--- src/rtl/cyx_dmem.sv ---
// cyx_dmem: parametrised data memory for the nanoMIPS load/store path.
// Combinational reads, clocked read-modify-write stores, byte/half/word
// lanes with sign/zero extension, and a hardware clear sequence after reset.
// Optional feature macro: CYX_DMEM_FAULT_EN (sticky misalign/range monitor).

module cyx_dmem_lane (
  input  logic       be,
  input  logic [7:0] wd,
  input  logic [7:0] old,
  output logic [7:0] q
);
  // Byte merge: take the store byte only where the lane is enabled.
  always_comb q = be ? wd : old;
endmodule

module cyx_dmem #(
  parameter int DEPTH_LOG2 = 6
) (
  input  logic        clk,
  input  logic        rst_n,
  input  logic [31:0] Adr,
  input  logic [31:0] DIN,
  input  logic        WrEn,
  input  logic        RdEn,
  input  logic [1:0]  Size,
  input  logic        SignExt,
  output logic [31:0] DOUT,
  output logic        Busy,
  output logic        Fault,
  output logic [31:0] FaultAdr
);
  localparam int DEPTH = 1 << DEPTH_LOG2;
  localparam logic [DEPTH_LOG2-1:0] LAST = '1;

  typedef enum logic {CLR, READY} state_t;

  state_t                state, state_nx;
  logic [DEPTH_LOG2-1:0] cnt;
  logic [DEPTH_LOG2-1:0] idx;
  logic [31:0]           mem [DEPTH];
  logic [3:0][7:0]       rword;
  logic [3:0][7:0]       wdat;
  logic [3:0][7:0]       merged;
  logic [3:0]            be;
  logic [31:0]           rd_ext;
  logic [7:0]            bsel;
  logic [15:0]           hsel;
  logic                  flt, wr_ok, rd_ok;

  assign idx   = Adr[DEPTH_LOG2+1:2];
  assign Busy  = (state == CLR);
  assign rword = mem[idx];

`ifdef CYX_DMEM_FAULT_EN
  logic misal, oor, acc;
  assign misal = ((Size == 2'b01) && Adr[0]) || (Size[1] && (Adr[1:0] != 2'b00));
  assign oor   = |(Adr >> (DEPTH_LOG2 + 2));
  assign acc   = (WrEn | RdEn) & ~Busy;
  assign flt   = acc & (misal | oor);

  // Sticky fault flag; the address of the first faulting access is kept.
  always_ff @(posedge clk or negedge rst_n) begin
    if (!rst_n) begin
      Fault    <= 1'b0;
      FaultAdr <= '0;
    end else if (flt && !Fault) begin
      Fault    <= 1'b1;
      FaultAdr <= Adr;
    end
  end
`else
  // Upper address bits are don't-care: addresses wrap modulo the memory size.
  logic unused_adr;
  assign unused_adr = ^Adr[31:DEPTH_LOG2+2];
  assign flt        = 1'b0;
  assign Fault      = 1'b0;
  assign FaultAdr   = '0;
`endif

  assign wr_ok = WrEn & ~Busy & ~flt;
  assign rd_ok = RdEn & ~Busy & ~flt;

  // Clear state register and clear counter; counter parks on the last word.
  always_ff @(posedge clk or negedge rst_n) begin
    if (!rst_n) begin
      state <= CLR;
      cnt   <= '0;
    end else begin
      state <= state_nx;
      if (state == CLR && cnt != LAST) cnt <= cnt + 1'b1;
    end
  end

  // Leave CLR on the edge that clears the last word.
  always_comb begin
    state_nx = state;
    if (state == CLR && cnt == LAST) state_nx = READY;
  end

  // Lane enables and right-aligned store data replicated into every lane;
  // misaligned halves/words are force-aligned by ignoring the low bits.
  always_comb begin
    be   = 4'b1111;
    wdat = DIN;
    case (Size)
      2'b00: begin
        be   = 4'b0001 << Adr[1:0];
        wdat = {4{DIN[7:0]}};
      end
      2'b01: begin
        be   = Adr[1] ? 4'b1100 : 4'b0011;
        wdat = {2{DIN[15:0]}};
      end
      default: ;
    endcase
  end

  for (genvar i = 0; i < 4; i++) begin : g_lane
    cyx_dmem_lane u_lane (
      .be  (be[i]),
      .wd  (wdat[i]),
      .old (rword[i]),
      .q   (merged[i])
    );
  end

  // Memory: the clear sequence owns the write port while busy.
  always_ff @(posedge clk) begin
    if (Busy)       mem[cnt] <= '0;
    else if (wr_ok) mem[idx] <= merged;
  end

  // Load extraction and extension from the pre-write word.
  always_comb begin
    bsel   = rword[Adr[1:0]];
    hsel   = Adr[1] ? {rword[3], rword[2]} : {rword[1], rword[0]};
    rd_ext = rword;
    case (Size)
      2'b00:   rd_ext = {{24{SignExt & bsel[7]}}, bsel};
      2'b01:   rd_ext = {{16{SignExt & hsel[15]}}, hsel};
      default: ;
    endcase
    DOUT = rd_ok ? rd_ext : 32'h0;
  end
endmodule

--- config.mk ---
export PLATFORM = sky130hd
export DESIGN_NAME = cyx_dmem
export DESIGN_NICKNAME = d
export VERILOG_FILES = /design/src/rtl/cyx_dmem.sv
export SDC_FILE = /design/constraint.sdc
export NUM_CORES = 2
export LEC_CHECK = 0
export BUFFER_PORTS_ARGS = -buffer_cell sky130_fd_sc_hd__buf_2
export CORE_MARGIN = 3
export CORE_UTILIZATION = 40
export CTS_CLUSTER_DIAMETER = 60
export DETAILED_ROUTE_END_ITERATION = 10
export HOLD_SLACK_MARGIN = 0.15
export PLACE_DENSITY = 0.54
export SLEW_MARGIN = 20
export SYNTH_ARGS = -nofsm -noshare
export SYNTH_HDL_FRONTEND = slang
export SYNTH_SLANG_ARGS = --single-unit
--- constraint.sdc ---
create_clock -name clk -period 5.6 [get_ports clk]
set_clock_uncertainty 0.15 [all_clocks]
set_input_delay 0.56 -clock clk [delete_from_list [all_inputs] [get_ports clk]]
set_output_delay 0.56 -clock clk [all_outputs]
set_load 0.03 [all_outputs]
==> impl_metrics.ini <==
[run_status]
status = finished, final reports clean

[global_routing]
grt_util_all_layers_pct = 21.45
grt_overflow = 0
antenna_found_initial = 25
grt_pass1_wl_um = 307500
first_global_vias = 38510
grt_max_degree = 65

[clocking]
holdBufCountCts = 2
clock_latency_ps = 850
clock_path_buffers = 3
clkTransAtPathRegs_ps = 60
cts_tree = yes
cts.sinks = 2055
cts_setup_buffers = 0
postCtsResizedCells = 0
cts_max_level = 4
numCtsBuffers = 208
root_buffer = clkbuf_16

[placement]
gp_congestion = 0.9641
io_buffers = 79
dpl_cell_area_um2 = 86090
place_hpwl_um = 129800

[cells_and_area]
multi_input_area_um2 = 18180
fin_util_pct = 46.76
ff_latch_area_um2 = 61670
n_fill_cell = 16230
drive_gt1_share_pct = 33.54
fin_area_um2 = 92790
area_delta_synth_final_pct = 15.67
nNetsFinal = 3859

[timing]
slew_viol_final = 0
max_freq_mhz = 194.7
post-route-min-period_ps = 5136
rsz0062_at_grt = no
max_slew_margin_pct = 15.46
final-hold-violation-count = 0
fin_crit_sh_pct = 91.71
setup_viol = 0
worst_pin_slew_ps = 1262

[route]
routed_via_density = 5.793
routedWlPerCell_um = 33.18
highest_layer = met5
vias = 38230
drcViolationCount = 0
totalWireLength_um = 219000
ant_nets = 0
first_iter_violations = 4420
met1Wirelength_um = 91950
wl_met3_um = 15310
drtPass1Iterations = 7
wl_met2_um = 103600

[floorplanning]
start_util_pct = 40.43
die_height_um = 453.8
die_x_um = 453.8
ios = 137
rows = 163
fp.dieArea_um2 = 206000
core_um2 = 198400

[worst_setup_path]
worstRegToRegCells = 6
crit_buf_inv = 6
crit_fanout = 40
cp-start-kind = input pin
worstPathArrival_ps = 4430
cp_slowest_cell = mux4_2
crit_path_end_kind = output port
cp.depth = 13
crit_top_cell = buf_4
crit_family = buffers and inverters
worstSetupPathType = input pin to output port
crit_chain = buf_8 > buf_4 > buf_4 > mux4_2 > o2111ai_1 > nand4_1 > nor3_1 > buf_4 > o211ai_1 > o311ai_4 > buf_12 > o21ai_0 > buf_2
critPathRequiredTime_ps = 4890
max_stage_delay_ps = 540

[synth]
yosysUniqueCellTypes = 50
yosysMostFrequentCell = edfxtp_1
yosysTopAreaCell = edfxtp_1
yosysTopAreaCellShare_pct = 76.66
seq_area_frac_synth_pct = 76.88
synth_commonest_cells = edfxtp_1 (2048), mux4_2 (618), nor2_1 (140)
avgSynthCellArea_um2 = 23.26
ys_ff_latch = 2055
synthTopCellsByArea = edfxtp_1 (77%), mux4_2 (17%), mux2i_1 (1.0%)
syn_area_um2 = 80220
synth_ff_type = edfxtp_1
synth_cells = 3449
synth_warnings = 0
async_reset_ff_share_pct = 0.3406
synth-edff-count = 2048

[job]
max-cap-violations = 0

[power]
p_total_mw = 31.04
p_leak_nw = 23.73
p_per_area_nw_per_um2 = 334.6
vdd_drop_max_uv = 347.2

[hold_path]
hold_class = input pin to register
hold_depth = 4
## worst paths after layout
check | from | endpoint | slack, ps
max | Adr[2] | DOUT[16] | 460
min | DIN[23] | mem[6][23]$_DFFE_PP_ | 260
max reg2reg | state$_DFFE_PN0P_ | mem[13][3]$_DFFE_PP_ | 1630
min reg2reg | cnt[5]$_DFFE_PN0P_ | cnt[5]$_DFFE_PN0P_ | 380
max in group asynchronous | rst_n | cnt[2]$_DFFE_PN0P_ | 4410
min in group asynchronous | rst_n | cnt[5]$_DFFE_PN0P_ | 620
## state kept, by name (all words and copies together) (netlist names)
name,flops
cnt,6
mem,2048
state,1
## through the flow
stage / setup slack, ps / instances / setup TNS (ps) / hold slack [ps]
6_report: 464.2 / 6600 / 0 / 258.6
3_5_place_dp: 441.3 / 6214 / 0 / 262.1
3_3_place_gp: 453.5 / 6213 / 0 / 257.2
2_1_floorplan: -471.1 / 3481 / -60280 / 114.4
5_1_grt: 271.5 / 6596 / 0 / 234.4
4_1_cts: 425.5 / 6595 / 0 / 161.6
## worst register-to-register path, cell delays in order (launching register included)
cell,delay (ps)
dfrtp_1,650
nand2_4,440
buf_4,410
o21ai_0,260
nand2_1,530
nor2_4,880
buf_12,320
## metal layers
layer  vias to the layer above  global-route usage [%]
met2                      1471                   33.41
li1                      15440                       -
met5                         -                       0
met4                         6                   7.689
met3                       297                   3.625
met1                     21020                   30.69
## cells by family (layout without fill, tap and decap cells)
group	count (synthesis)	after routing	synth area share, %
mux	708	708	18.49
xor+xnor	5	5	0.05459
simple gates	294	294	1.529
flops	2055	2055	76.88
other cells	1	37	0.004675
fa+ha+maj	1	1	0.01559
compound gates	155	155	1.360
buf+inv	230	705	1.667
## power by group
group	leakage (nW)	internal, mW	total [mW]	switching, mW
logic	6.13	0.310	0.819	0.509
clock network	3.26	7.74	13.6	5.83
registers	14.3	16.7	16.7	0
total	23.7	24.7	31.0	6.34
## layout make-up
cell class / count / share of cell area, %
clock inverter: 129 / 1.371
antenna: 4 / 0.01079
timing repair buffer: 312 / 3.138
sequential: 2055 / 66.46
tap: 2640 / 3.560
clock buffer: 250 / 5.802
multi-input combinational: 1196 / 19.59
inverter: 14 / 0.06472
## placed cells by master, fill, tap and decap left out, types with 6 or more instances in the layout
| cell | count |
|---|---|
| buf_2 | 75 |
| clkbuf_1 | 41 |
| mux2i_1 | 81 |
| a21oi_1 | 25 |
| mux2_2 | 9 |
| o21ai_0 | 21 |
| bufinv_16 | 19 |
| conb_1 | 33 |
| nor2_4 | 81 |
| clkinv_1 | 52 |
| nand3_1 | 14 |
| nor2b_1 | 12 |
| buf_12 | 58 |
| a22oi_1 | 28 |
| a211oi_1 | 9 |
| dfrtp_1 | 7 |
| edfxtp_1 | 2048 |
| nor2_1 | 59 |
| clkinv_2 | 37 |
| a211oi_4 | 10 |
| o2111ai_1 | 6 |
| buf_4 | 173 |
| inv_1 | 11 |
| a221o_1 | 11 |
| nand2_1 | 96 |
| nand4_1 | 6 |
| mux4_2 | 618 |
| inv_6 | 6 |
| nand2b_1 | 6 |
| o211ai_1 | 6 |
| clkbuf_16 | 209 |
| a31oi_1 | 7 |
(Power assumes the default switching activity.)
